$ cat src/rtl/gcd_pkg.sv
// rtl/gcd_pkg.sv - shared types, mode encodings and helpers for the GCD engine
package gcd_pkg;

    typedef enum logic [1:0] {
        IDLE = 2'd0,
        CALC = 2'd1,
        DONE = 2'd2
    } state_t;

    localparam logic MODE_SUB = 1'b0;
    localparam logic MODE_BIN = 1'b1;

    function automatic int clog2(input int value);
        int r;
        int v;
        r = 0;
        v = value - 1;
        while (v > 0) begin
            r = r + 1;
            v = v >> 1;
        end
        return r;
    endfunction

endpackage

$ cat src/rtl/gcd_step.sv
// rtl/gcd_step.sv - one combinational GCD iteration (subtractive or binary)
module gcd_step
    import gcd_pkg::*;
#(
    parameter int WIDTH = 8,
    parameter int KW    = clog2(WIDTH) + 1
) (
    input  logic [WIDTH-1:0] a,
    input  logic [WIDTH-1:0] b,
    input  logic [KW-1:0]    k,
    input  logic             mode,
    output logic [WIDTH-1:0] a_nxt,
    output logic [WIDTH-1:0] b_nxt,
    output logic [KW-1:0]    k_nxt,
    output logic             done,
    output logic [WIDTH-1:0] result,
    output logic             zero
);

    always_comb begin
        a_nxt  = a;
        b_nxt  = b;
        k_nxt  = k;
        done   = 1'b0;
        result = '0;
        zero   = 1'b0;
        if (a == '0 || b == '0) begin
            done   = 1'b1;
            result = a | b;
            zero   = (a == '0) && (b == '0);
        end else if (a == b) begin
            done   = 1'b1;
            // binary mode removed k common factors of two; restore them here
            result = (mode == MODE_BIN) ? (a << k) : a;
        end else if (mode == MODE_SUB) begin
            if (a > b) a_nxt = a - b;
            else       b_nxt = b - a;
        end else begin
            if (!a[0] && !b[0]) begin
                a_nxt = a >> 1;
                b_nxt = b >> 1;
                k_nxt = k + KW'(1);
            end else if (!a[0]) begin
                a_nxt = a >> 1;
            end else if (!b[0]) begin
                b_nxt = b >> 1;
            end else if (a > b) begin
                a_nxt = (a - b) >> 1;
            end else begin
                b_nxt = (b - a) >> 1;
            end
        end
    end

endmodule

$ cat src/rtl/gcd_engine.sv
// rtl/gcd_engine.sv - handshaked iterative GCD unit with selectable algorithm
module gcd_engine
    import gcd_pkg::*;
#(
    parameter int WIDTH = 8,
    parameter int CNTW  = WIDTH
) (
    input  logic             clk,
    input  logic             rst,
    input  logic             in_valid,
    output logic             in_ready,
    input  logic [WIDTH-1:0] a_in,
    input  logic [WIDTH-1:0] b_in,
    input  logic             mode_in,
    output logic             out_valid,
    input  logic             out_ready,
    output logic [WIDTH-1:0] gcd_out,
    output logic [CNTW-1:0]  iter_out,
    output logic             zero_out,
    output logic             busy
);

    localparam int KW = clog2(WIDTH) + 1;

    state_t           state;
    logic [WIDTH-1:0] a_r;
    logic [WIDTH-1:0] b_r;
    logic [KW-1:0]    k_r;
    logic             mode_r;
    logic [CNTW-1:0]  cnt;
    logic [CNTW-1:0]  cnt_next;

    logic [WIDTH-1:0] a_nxt;
    logic [WIDTH-1:0] b_nxt;
    logic [KW-1:0]    k_nxt;
    logic             step_done;
    logic [WIDTH-1:0] step_result;
    logic             step_zero;

    gcd_step #(
        .WIDTH (WIDTH),
        .KW    (KW)
    ) u_step (
        .a      (a_r),
        .b      (b_r),
        .k      (k_r),
        .mode   (mode_r),
        .a_nxt  (a_nxt),
        .b_nxt  (b_nxt),
        .k_nxt  (k_nxt),
        .done   (step_done),
        .result (step_result),
        .zero   (step_zero)
    );

    assign cnt_next  = (&cnt) ? cnt : cnt + CNTW'(1);
    assign in_ready  = (state == IDLE);
    assign out_valid = (state == DONE);
    assign busy      = (state != IDLE);

    always_ff @(posedge clk or posedge rst) begin
        if (rst) begin
            state    <= IDLE;
            a_r      <= '0;
            b_r      <= '0;
            k_r      <= '0;
            mode_r   <= MODE_SUB;
            cnt      <= '0;
            gcd_out  <= '0;
            iter_out <= '0;
            zero_out <= 1'b0;
        end else begin
            case (state)
                IDLE: begin
                    if (in_valid) begin
                        a_r    <= a_in;
                        b_r    <= b_in;
                        mode_r <= mode_in;
                        k_r    <= '0;
                        cnt    <= '0;
                        state  <= CALC;
                    end
                end
                CALC: begin
                    cnt <= cnt_next;
                    if (step_done) begin
                        gcd_out  <= step_result;
                        iter_out <= cnt_next;
                        zero_out <= step_zero;
                        state    <= DONE;
                    end else begin
                        a_r <= a_nxt;
                        b_r <= b_nxt;
                        k_r <= k_nxt;
                    end
                end
                DONE: begin
                    if (out_ready) state <= IDLE;
                end
                default: state <= IDLE;
            endcase
        end
    end

endmodule

$ cat config.mk
export PLATFORM = sky130hd
export DESIGN_NAME = gcd_engine
export DESIGN_NICKNAME = d
export VERILOG_FILES = /design/src/rtl/gcd_pkg.sv /design/src/rtl/gcd_step.sv /design/src/rtl/gcd_engine.sv
export SDC_FILE = /design/constraint.sdc
export NUM_CORES = 1
export LEC_CHECK = 0
export ABC_CLOCK_PERIOD_IN_PS = 3750
export BUFFER_PORTS_ARGS = -buffer_cell sky130_fd_sc_hd__buf_2
export CAP_MARGIN = 20
export CORE_MARGIN = 2
export CORE_UTILIZATION = 40
export CTS_CLUSTER_SIZE = 12
export DETAILED_ROUTE_END_ITERATION = 10
export SYNTH_ARGS = -nofsm -noshare
export SYNTH_HDL_FRONTEND = slang
export SYNTH_HIERARCHICAL = 1
export SYNTH_SLANG_ARGS = --single-unit
$ cat constraint.sdc
create_clock -name clk -period 3.75 [get_ports clk]
set_input_delay 0.75 -clock clk [delete_from_list [all_inputs] [get_ports clk]]
set_output_delay 0.75 -clock clk [all_outputs]
set_load 0.01 [all_outputs]
==> impl_metrics.tcl <==
set metrics [dict create \
    synthDistinctLibCells 75 \
    antenna_found_initial 0 \
    cts.sinks 48 \
    status "completed" \
    syn_to_final_growth_pct 11.4 \
    critPathKind "flop to flop" \
    arrival_ns 3.50 \
    critPathMaxFanout 33 \
    vias 4305 \
    gp_congestion 1.05 \
    h-tree-depth 2 \
    drc 0 \
    final-hold-violation-count 0 \
    ant_nets 0 \
    coreArea_mm2 0.0104 \
    place_hpwl_um 10900 \
    fin_nets 612 \
    num-fill-cells 1098 \
    ys_seq_elements 48 \
    syn_area_mm2 0.00428 \
    syn_nets 578 \
    crit_chain "inv_1, ha_1, nor3_2, and3_2, nor2_4, inv_2, nand2b_1, a21o_1, inv_2, nor2_1, a31oi_1" \
    ioPinCount 41 \
    start_kind "flop" \
    clock_path_buffers 2 \
    tritoncts "built" \
    grt_setup_unrepaired "false" \
    grt_pass1_vias 4129 \
    avgSynthCellArea_um2 8.08 \
    required_ns 3.91 \
    port_buffers 40 \
    cts-buffers-inserted 5 \
    rows 37 \
    setup_viol 0 \
    routed_wl_um 14300 \
    max_freq_mhz 300 \
    setup_tns_ns 0 \
    synth_edf_count 0 \
    firstDrtPassIters 6 \
    grt_pass1_wl_um 22900 \
    clkTransAtPathRegs_ns 0.10 \
    worst_slew_pin_slew_ns 0.778 \
    period_needed_ns 3.33 \
    clk_latency_ns 0.31 \
    initial_core_util 0.413 \
    ys_warn_count 6 \
    drv_cap 0 \
    die-area_mm2 0.0115 \
    die_w_um 107 \
    async_reset_ff_frac 1.00 \
    slowest_delay_ns 0.50 \
    grt_overflow_total 0 \
    cts_hold_buf 0 \
    grt_max_degree 49 \
    drv_slew 0 \
    skew_ns 0.00875 \
    drt_iter0_markers 462 \
    cp-end-kind "flop" \
    cts-root-buf "clkbuf_8" \
    syn_inst 530 \
    slew_headroom 0.482 \
    fin_crit_sh 0.889 \
    track_usage 0.254 \
    wire_per_inst_um 20.4 \
    hold_path_class "primary input to asynchronous set/reset pin" \
    ys.flop_type "dfrtp_1" \
    drive_gt1_frac 0.177 \
    cpMaxStageDelayCell "dfrtp_1" \
    die_h_um 107 \
    cpMostUsedCell "inv_2" \
    drt-vias-per-instance 6.14 \
    ys_seq_area_frac 0.281 \
    antennaDiodeCount 0 \
]
## synthesized netlist by cell type (all sizes together), types with 3 or more instances
cell,count,area share
nand2,75,0.066
nor2,51,0.047
dfrtp,48,0.28
a21oi,33,0.039
inv,30,0.026
ha,25,0.073
a31oi,22,0.032
o21ai,18,0.022
buf,17,0.023
clkbuf,16,0.014
mux2,13,0.034
nor3,13,0.018
mux2i,12,0.028
nand3,12,0.014
o22ai,12,0.018
xnor2,10,0.020
nand2b,9,0.013
o31ai,9,0.017
a22oi,8,0.014
nand4,7,0.012
o211ai,6,0.011
a211oi,5,0.013
a22o,5,0.010
and3,5,0.0085
nor4,5,0.0073
o221ai,5,0.010
a211o,4,0.0082
a21o,4,0.0070
a221o,3,0.0070
a221oi,3,0.0076
a311oi,3,0.0061
o21bai,3,0.0053
xor2,3,0.0061
## sequential cells by signal (all words and copies together), names as in the netlist
name / cells
cnt: 8
b_r: 8
state: 2
k_r: 4
a_r: 8
mode_r: 1
gcd_out: 8
zero_out: 1
iter_out: 8
## worst max-delay path, delay by kind of cell, from the launching register on
| family | cells | cell delay (ns) |
|---|---|---|
| AO/OA/AOI/OAI | 2 | 0.27 |
| flip-flops | 1 | 0.50 |
| buffers and inverters | 3 | 0.59 |
| adder cells (fa/ha/maj) | 1 | 0.48 |
| AND/OR/NAND/NOR | 5 | 1.35 |
## layer usage
layer,global-route usage,part of all wire,wire length (µm)
met1,0.361,0.45,6480
met2,0.407,0.45,6490
met3,0.0333,0.064,920
met4,0.0696,0.028,403
met5,0,0,0
## cells in the final DEF, fill, tap and decap left out, types with 8 or more instances in the layout
| cell type | instances |
|---|---|
| a21oi_1 | 33 |
| a22oi_1 | 8 |
| a31oi_1 | 22 |
| buf_2 | 40 |
| buf_4 | 19 |
| dfrtp_1 | 48 |
| ha_1 | 25 |
| inv_1 | 27 |
| mux2_2 | 12 |
| mux2i_1 | 12 |
| nand2_1 | 74 |
| nand2b_1 | 9 |
| nand3_1 | 12 |
| nor2_1 | 49 |
| nor3_1 | 11 |
| o21ai_0 | 14 |
| o22ai_1 | 12 |
| o31ai_1 | 8 |
| xnor2_1 | 10 |
## cells by family after synthesis
family,Yosys count,share of synthesized area
AOI/OAI and AO/OA,161,0.268
muxes,26,0.0675
xor gates and xnor gates,13,0.0266
buffers and inverters,63,0.0637
and+or+nand+nor,192,0.211
DFF,48,0.281
adders and majority gates,27,0.0824
## final timing paths
check	from	endpoint	slack (ns)	cells past startpoint
max	a_r[6]	b_r[1]	0.42	11
min	rst	a_r[5]	0.35	2
max reg2reg	a_r[6]	b_r[1]	0.42	11
min reg2reg	iter_out[1]	iter_out[1]	0.48	2
max in group asynchronous	rst	b_r[6]	2.91	3
min in group clk	iter_out[1]	iter_out[1]	0.48	2
## per-stage QoR
stage / hold WS, ns / instances / util / setup WS [ns] / cell area (µm²)
2_1_floorplan: 0.471 / 530 / - / 0.747 / 4280
3_3_place_gp: 0.461 / 692 / 0.447 / 0.532 / 4630
3_5_place_dp: 0.465 / 692 / 0.447 / 0.356 / 4630
4_1_cts: 0.490 / 700 / 0.458 / 0.320 / 4750
5_1_grt: 0.350 / 701 / 0.460 / 0.0603 / 4770
6_report: 0.346 / 701 / 0.460 / 0.416 / 4770
## area by class of cell
class,instances,area (µm²),share of cell area
tap,136,170,0.0357
sequential,48,1200,0.252
multi-input combinational,419,2810,0.589
clock inverter,3,46.3,0.00971
inverter,30,113,0.0236
clock buffer,5,68.8,0.0144
timing repair buffer,60,363,0.0761
## repair_timing
item	4_1_cts	5_1_grt
setup buffers	0	0
resized for setup	0	1
endpoints found under the setup margin	0	12
Power is not shown: default switching activity piles up to over one toggle a cycle in this logic, so the estimate is an artifact.
